**src/rtl/ttt_pkg.sv**
```systemverilog
// Shared tic-tac-toe definitions: keypad FSM states, board cell encodings and
// the press classifier used by the keypad scanner.
package ttt_pkg;

  typedef enum logic [1:0] {
    SCAN,
    DEBOUNCE,
    HELD
  } kp_state_t;

  localparam logic [1:0] CELL_EMPTY = 2'b00;
  localparam logic [1:0] CELL_P1    = 2'b11;
  localparam logic [1:0] CELL_P2    = 2'b10;
  localparam int         NUM_CELLS  = 9;

  typedef enum logic [1:0] {
    CLS_NONE,
    CLS_SINGLE,
    CLS_MULTI
  } press_cls_t;

  typedef struct packed {
    press_cls_t cls;
    logic [3:0] idx;
  } press_t;

  function automatic logic [3:0] cell_index(input logic [1:0] row, input int col);
    return 4'(3) * {2'b00, row} + 4'(col);
  endfunction

  // idx is only meaningful when cls is CLS_SINGLE.
  function automatic press_t classify(input logic [NUM_CELLS-1:0] v);
    press_t r;
    int     n;
    n     = 0;
    r.idx = '0;
    for (int i = 0; i < NUM_CELLS; i++) begin
      if (v[i]) begin
        n++;
        r.idx = 4'(i);
      end
    end
    r.cls = (n == 0) ? CLS_NONE : (n == 1) ? CLS_SINGLE : CLS_MULTI;
    return r;
  endfunction

endpackage

```
**src/rtl/sync2.sv**
```systemverilog
// Parameterised-width two-flop synchronizer with a synchronous active-low
// reset to a configurable idle value.
module sync2 #(
  parameter int               WIDTH     = 1,
  parameter logic [WIDTH-1:0] RESET_VAL = '0
) (
  input  logic             clk,
  input  logic             rst_n,
  input  logic [WIDTH-1:0] d_i,
  output logic [WIDTH-1:0] q_o
);

  logic [WIDTH-1:0] meta_q;
  logic [WIDTH-1:0] sync_q;

  // NOTE: flops take non-blocking assignments so every register samples the
  // pre-edge value; blocking here would collapse the two stages into one.
  always_ff @(posedge clk) begin
    if (!rst_n) begin
      meta_q <= RESET_VAL;
      sync_q <= RESET_VAL;
    end else begin
      meta_q <= d_i;
      sync_q <= meta_q;
    end
  end

  assign q_o = sync_q;

endmodule

```
**src/rtl/keypad_scanner.sv**
```systemverilog
// Scans a 3x3 active-low keypad, debounces whole scan passes and issues
// single-cycle cell-select or reject pulses to the game controller.
module keypad_scanner
  import ttt_pkg::*;
#(
  parameter int SCAN_CYCLES    = 1000,
  parameter int DEBOUNCE_SCANS = 4
) (
  input  logic        ph1,
  input  logic        reset,
  input  logic        enable,
  input  logic [17:0] gBoard,
  input  logic [2:0]  colSense,
  output logic [2:0]  rowDrive,
  output logic        playerWrite,
  output logic [3:0]  playerInput,
  output logic        rejected
);

  localparam int               CYC_W    = $clog2(SCAN_CYCLES);
  localparam int               CNT_W    = $clog2(DEBOUNCE_SCANS + 1);
  localparam logic [CYC_W-1:0] CYC_LAST = CYC_W'(SCAN_CYCLES - 1);
  localparam logic [CNT_W-1:0] CNT_LAST = CNT_W'(DEBOUNCE_SCANS - 1);

  logic [2:0] col_sync;

  sync2 #(
    .WIDTH    (3),
    .RESET_VAL(3'b111)
  ) u_col_sync (
    .clk  (ph1),
    .rst_n(reset),
    .d_i  (colSense),
    .q_o  (col_sync)
  );

  logic [CYC_W-1:0]     cyc_q, cyc_d;
  logic [1:0]           slot_q, slot_d;
  logic [2:0]           row_q, row_d;
  logic [NUM_CELLS-1:0] pressed_q, pressed_d, pressed_full;
  logic                 slot_end, eval;
  press_t               press;

  // NOTE: every always_comb output gets a default first so no path leaves a
  // signal unassigned, which would otherwise infer a latch.
  always_comb begin
    slot_end = (cyc_q == CYC_LAST);
    eval     = slot_end && (slot_q == 2'd2);
    cyc_d    = slot_end ? '0 : cyc_q + 1'b1;
    slot_d   = slot_q;
    if (slot_end) slot_d = eval ? 2'd0 : slot_q + 2'd1;
    row_d    = ~(3'b001 << slot_d);

    // The eval cycle classifies the pass including the row-2 sample taken now.
    pressed_full = pressed_q;
    if (slot_end) begin
      for (int c = 0; c < 3; c++) begin
        if (!col_sync[c]) pressed_full[cell_index(slot_q, c)] = 1'b1;
      end
    end
    pressed_d = eval ? '0 : pressed_full;
    press     = classify(pressed_full);
  end

  always_ff @(posedge ph1) begin
    if (!reset) begin
      cyc_q     <= '0;
      slot_q    <= '0;
      row_q     <= 3'b110;
      pressed_q <= '0;
    end else begin
      cyc_q     <= cyc_d;
      slot_q    <= slot_d;
      row_q     <= row_d;
      pressed_q <= pressed_d;
    end
  end

  kp_state_t        state_q;
  logic [3:0]       cand_q;
  logic [CNT_W-1:0] cnt_q;
  logic             write_q, reject_q;
  logic [3:0]       input_q;
  logic             fire;
  logic [1:0]       fire_cell;

  always_comb begin
    fire = eval && (press.cls == CLS_SINGLE) &&
           (((state_q == SCAN) && (DEBOUNCE_SCANS == 1)) ||
            ((state_q == DEBOUNCE) && (press.idx == cand_q) && (cnt_q == CNT_LAST)));
    fire_cell = gBoard[{press.idx, 1'b0} +: 2];
  end

  always_ff @(posedge ph1) begin
    if (!reset) begin
      state_q  <= SCAN;
      cand_q   <= '0;
      cnt_q    <= '0;
      write_q  <= 1'b0;
      reject_q <= 1'b0;
      input_q  <= '0;
    end else begin
      write_q  <= 1'b0;
      reject_q <= 1'b0;
      if (fire) begin
        state_q <= HELD;
        cand_q  <= press.idx;
        cnt_q   <= '0;
        if (enable) begin
          if (fire_cell == CELL_EMPTY) begin
            write_q <= 1'b1;
            input_q <= press.idx;
          end else begin
            reject_q <= 1'b1;
          end
        end
      end else if (eval) begin
        unique case (state_q)
          SCAN: begin
            if (press.cls == CLS_SINGLE) begin
              cand_q  <= press.idx;
              cnt_q   <= CNT_W'(1);
              state_q <= DEBOUNCE;
            end
          end
          DEBOUNCE: begin
            if ((press.cls == CLS_SINGLE) && (press.idx == cand_q)) begin
              cnt_q <= cnt_q + 1'b1;
            end else begin
              cnt_q   <= '0;
              state_q <= SCAN;
            end
          end
          HELD: begin
            // Release must also be stable for a full debounce window.
            if (press.cls != CLS_NONE) begin
              cnt_q <= '0;
            end else if (cnt_q == CNT_LAST) begin
              cnt_q   <= '0;
              state_q <= SCAN;
            end else begin
              cnt_q <= cnt_q + 1'b1;
            end
          end
          default: begin
            cnt_q   <= '0;
            state_q <= SCAN;
          end
        endcase
      end
    end
  end

  assign rowDrive    = row_q;
  assign playerWrite = write_q;
  assign rejected    = reject_q;
  assign playerInput = input_q;

endmodule

```
**config.mk**
```make
export PLATFORM = sky130hd
export DESIGN_NAME = keypad_scanner
export DESIGN_NICKNAME = d
export VERILOG_FILES = /design/src/rtl/ttt_pkg.sv /design/src/rtl/sync2.sv /design/src/rtl/keypad_scanner.sv
export SDC_FILE = /design/constraint.sdc
export NUM_CORES = 1
export LEC_CHECK = 0
export BUFFER_PORTS_ARGS = -buffer_cell sky130_fd_sc_hd__buf_4
export CORE_MARGIN = 2
export CORE_UTILIZATION = 54
export CTS_BUF_LIST = sky130_fd_sc_hd__clkbuf_16
export DETAILED_ROUTE_END_ITERATION = 6
export GPL_TIMING_DRIVEN = 0
export PLACE_DENSITY = 0.77
export SYNTH_ARGS = -nofsm -noshare
export SYNTH_HDL_FRONTEND = slang
export SYNTH_SLANG_ARGS = --single-unit
```
**constraint.sdc**
```tcl
create_clock -name ph1 -period 6.45 [get_ports ph1]
set_input_delay 0.3225 -clock ph1 [delete_from_list [all_inputs] [get_ports ph1]]
set_output_delay 0.3225 -clock ph1 [all_outputs]
set_load 0.01 [all_outputs]
```
==> reports/qor.log <==
INFO  place          port_buffers=32
INFO  logic_synthesis ys_seq_area_share=28.5%
INFO  power          power.static_leakage=1.68nW
INFO  global_routing antenna_found_initial=0
INFO  global_routing first_pass_grt_wire_length=12800um
INFO  die            die_height=80.6um
INFO  route          drt_wl_total=8270um
INFO  clock_tree     holdBufCountCts=0
INFO  die            floorplan.initialDensity=56.8%
INFO  final_layout   multi_input_logic_area=0.00241sqmm
INFO  worst_setup_path slowest_stage=sky130_fd_sc_hd__nor4b_4
INFO  hold_path      timing.hold.worst.class=in2reg
INFO  worst_setup_path cp_max_fo=5
INFO  logic_synthesis synth_register_bits=45
INFO  logic_synthesis yosys-top-cells-area=sky130_fd_sc_hd__dfxtp_1 (28%), sky130_fd_sc_hd__ha_1 (7.9%), sky130_fd_sc_hd__nor2_1 (5.9%), sky130_fd_sc_hd__xnor2_1 (4.7%), sky130_fd_sc_hd__nand2_1 (4.4%)
INFO  global_routing grt_util_all_layers=25.4%
INFO  job            timing.max_cap.violations=0
INFO  final_layout   flow.area_growth_from_synthesis=29.2%
INFO  worst_setup_path setup.worst_path.start=slot_q[1]
INFO  timing         layout_min_cycle_time=6.56ns
INFO  logic_synthesis synth_area_per_cell=8.31squm
INFO  worst_setup_path worst_ep_arrival_time=6.72ns
INFO  final_layout   fillerInstances=416
INFO  hold_path      hold_end=u_col_sync.meta_q[2]
INFO  timing         final_hold_viol_count=0
INFO  timing         worst_slew_pin_slew=0.720ns
INFO  final_layout   layout-drive-gt1-share=27.2%
INFO  power          vdd_drop_max=0.000178V
INFO  logic_synthesis yosysWarnings=0
INFO  worst_setup_path critical-path-top-cell-by-count=sky130_fd_sc_hd__ha_4
INFO  hold_path      hold_path.startpoint=colSense[2]
INFO  logic_synthesis postSynthCellCount=381
INFO  place          placed_area=0.00362sqmm
INFO  route          antenna_violating_nets_post_route=0
INFO  logic_synthesis post_synth_instance_area=0.00317sqmm
INFO  timing         timing.final.setup_violations=10
INFO  worst_setup_path cpPeakStageDelay=0.45ns
INFO  timing         worst_slack=-0.111ns
INFO  die            core-area=0.00557sqmm
INFO  logic_synthesis synth-main-ff-cell=sky130_fd_sc_hd__dfxtp_1
INFO  run_status     outcome=complete, but fails checks
INFO  final_layout   final-seq-area=913squm
INFO  power          power_per_cell_area=146mW/mm^2
INFO  logic_synthesis synth.most_common_cell=sky130_fd_sc_hd__nor2_1
INFO  worst_setup_path critical_path_class=reg2reg
INFO  global_routing maximum_number_of_pins_on_one_net_before_global_route_repair=15
INFO  logic_synthesis synth_cell_type_count=65
INFO  logic_synthesis syn-num-nets=425
INFO  worst_setup_path cp.required=6.61ns
INFO  clock_tree     root_buffer=sky130_fd_sc_hd__clkbuf_16
INFO  final_layout   num_antenna_cells=0
INFO  clock_tree     insertion_delay=0.28ns
INFO  route          detailroute.via_count=3035
INFO  timing         maximum_achievable_frequency=152MHz
INFO  die            fp-row-count=27
INFO  clock_tree     clock-sinks=45
INFO  hold_path      timing.hold.worst_path_depth=2
INFO  clock_tree     h-tree-depth=2
INFO  logic_synthesis yosys.area.top_type_share=28.5%
INFO  global_routing vias_in_the_first_global_route=2850
INFO  clock_tree     cts.clk_slew.worst_paths=0.06ns
INFO  die            die_width=80.6um
INFO  worst_setup_path worst_r2r_endpoint=cand_q[2]
INFO  final_layout   finish.net_count=481
INFO  timing         worst_slew_margin_rel=51.9%
INFO  route          drt_pre_antenna_iters=4
INFO  timing         final_max_slew_viol_count=0
INFO  place          hpwl=5920um
INFO  logic_synthesis synth_commonest_cells=sky130_fd_sc_hd__nor2_1 (50), sky130_fd_sc_hd__dfxtp_1 (45), sky130_fd_sc_hd__nand2_1 (37), sky130_fd_sc_hd__inv_1 (24), sky130_fd_sc_hd__ha_1 (20)
INFO  route          post-route-drc-count=0
INFO  clock_tree     tritoncts=yes
INFO  timing         finalCritPeriodShare=102%
INFO  die            ioPinCount=33
INFO  worst_setup_path worst_case_reg_to_reg_path_depth=30
INFO  route          route.detailed.wl_per_inst=16.2um
INFO  global_routing grt.overflow.total=0
INFO  worst_setup_path endpoint_kind=register
INFO  clock_tree     clock_tree.buffer_depth=2
INFO  route          detail_route.vias_per_cell=5.95
INFO  logic_synthesis post_synth_edffs=0
INFO  die            dieArea=0.00649sqmm
INFO  route          initialDrtViolationCount=154
INFO  power          report.power.total=0.597mW
INFO  worst_setup_path startpoint_of_the_worst_slack_reg_to_reg_timing_path=slot_q[1]
INFO  timing         grt_setup_unrepaired=true
INFO  place          gp_congestion=0.823
INFO  run_status     violations_in_the_final_reports=negative setup slack
INFO  clock_tree     numCtsBuffers=5
INFO  final_layout   finish.instance_area=0.00409sqmm
INFO  logic_synthesis synthArstFlopShare=0%
INFO  timing         fin_skew=0.00316ns
INFO  worst_setup_path setup.worst_path.start_class=register
INFO  logic_synthesis synth_area_leader_cell=sky130_fd_sc_hd__dfxtp_1
INFO  worst_setup_path worst-r2r-setup-slack=-0.11ns
==> cell families (layout without fill, tap and decap cells) <==
kind of cell,after synthesis,after routing,synth area share (%)
AND/OR/NAND/NOR,163,163,26.6
AO/OA/AOI/OAI,82,82,18.9
flip-flops,45,45,28.5
buffers and inverters,32,89,4.07
XOR/XNOR,27,27,9.45
adder cells (fa/ha/maj),20,20,7.91
multiplexers,12,12,4.70
==> how the worst max path moves through the flow <==
stage                      to  slack (ns)  depth (start not counted)
3_3_place_gp   playerInput[1]       -0.56                         35
3_5_place_dp   playerInput[1]       -0.61                         34
6_report            cand_q[2]       -0.11                         30
4_1_cts            state_q[1]      0.0006                         34
5_1_grt             cand_q[2]       -0.30                         30
2_1_floorplan  playerInput[0]        0.02                         35
==> timing repair <==
item,in CTS,in global routing
pin swaps,15,21
setup endpoints to repair,15,15
resized for setup,15,28
buffers inserted,12,8
==> placed cells by master, fill, tap and decap left out, drive strengths merged, types with 5 or more instances in the layout <==
master | synthesis | routed
xor2 | 5 | 5
nor2b | 6 | 6
buf | 3 | 52
and2 | 5 | 5
and3b | 5 | 5
nand2 | 38 | 38
nand2b | 9 | 9
nor3 | 10 | 10
xnor2 | 18 | 18
mux2i | 8 | 8
nor2 | 50 | 50
a211oi | 8 | 8
o21ai | 11 | 11
dfxtp | 45 | 45
nand3 | 8 | 8
and3 | 8 | 8
inv | 24 | 24
clkbuf | 5 | 10
a21oi | 18 | 18
ha | 20 | 20
==> cell type report <==
cell class	instances	share of cell area (%)
inverters	24	2.26
flip-flops and latches	45	22.3
plain buffers	5	0.459
multi-input cells	304	58.9
clock buffers	5	3.06
repair buffers	52	9.73
well taps	72	2.20
clock inverters	3	1.01
==> critical path, delay by kind of cell, from the launching register on <==
| kind | cells | cell delay, ns |
|---|---|---|
| AO/OA/AOI/OAI | 9 | 1.86 |
| XOR/XNOR | 1 | 0.22 |
| flip-flops | 1 | 0.36 |
| AND/OR/NAND/NOR | 7 | 1.22 |
| adder cells (fa/ha/maj) | 7 | 1.68 |
| multiplexers | 3 | 0.80 |
| buffers and inverters | 3 | 0.28 |
==> routing by layer <==
layer	global-route usage [%]	vias to the layer above	wire [um]
li1	-	1470	-
met1	32.4	1438	3690
met2	43.3	103	4040
met3	3.82	24	333
met4	8.98	0	212
met5	0	-	0
==> report_power, final <==
group	switching, mW	internal (mW)	total [mW]
Clock	0.104	0.181	0.285
Combinational	0.0119	0.0156	0.0276
Sequential	0.00366	0.280	0.284
==> metrics by stage <==
step / setup WS [ns] / hold slack [ns] / instances / utilization [%] / setup TNS, ns
3_3_place_gp: -0.563 / 0.391 / 485 / 64.9 / -6.15
2_1_floorplan: 0.0203 / 0.386 / 381 / - / 0
3_5_place_dp: -0.613 / 0.392 / 485 / 64.9 / -6.96
5_1_grt: -0.297 / 0.219 / 510 / 73.4 / -3.13
4_1_cts: 0.000563 / 0.218 / 503 / 70.5 / 0
6_report: -0.111 / 0.219 / 510 / 73.4 / -0.758
==> sequential cells by signal, summed over array words and instances, names as in the netlist, 2 cells and up <==
name and cells:
cnt_q 3, pressed_q 9, rowDrive 3, u_col_sync.q_o 3, cand_q 4, u_col_sync.meta_q 3, state_q 2, slot_q 2
playerInput 4, cyc_q 10
Note: power is estimated with default switching activity, not from simulation.
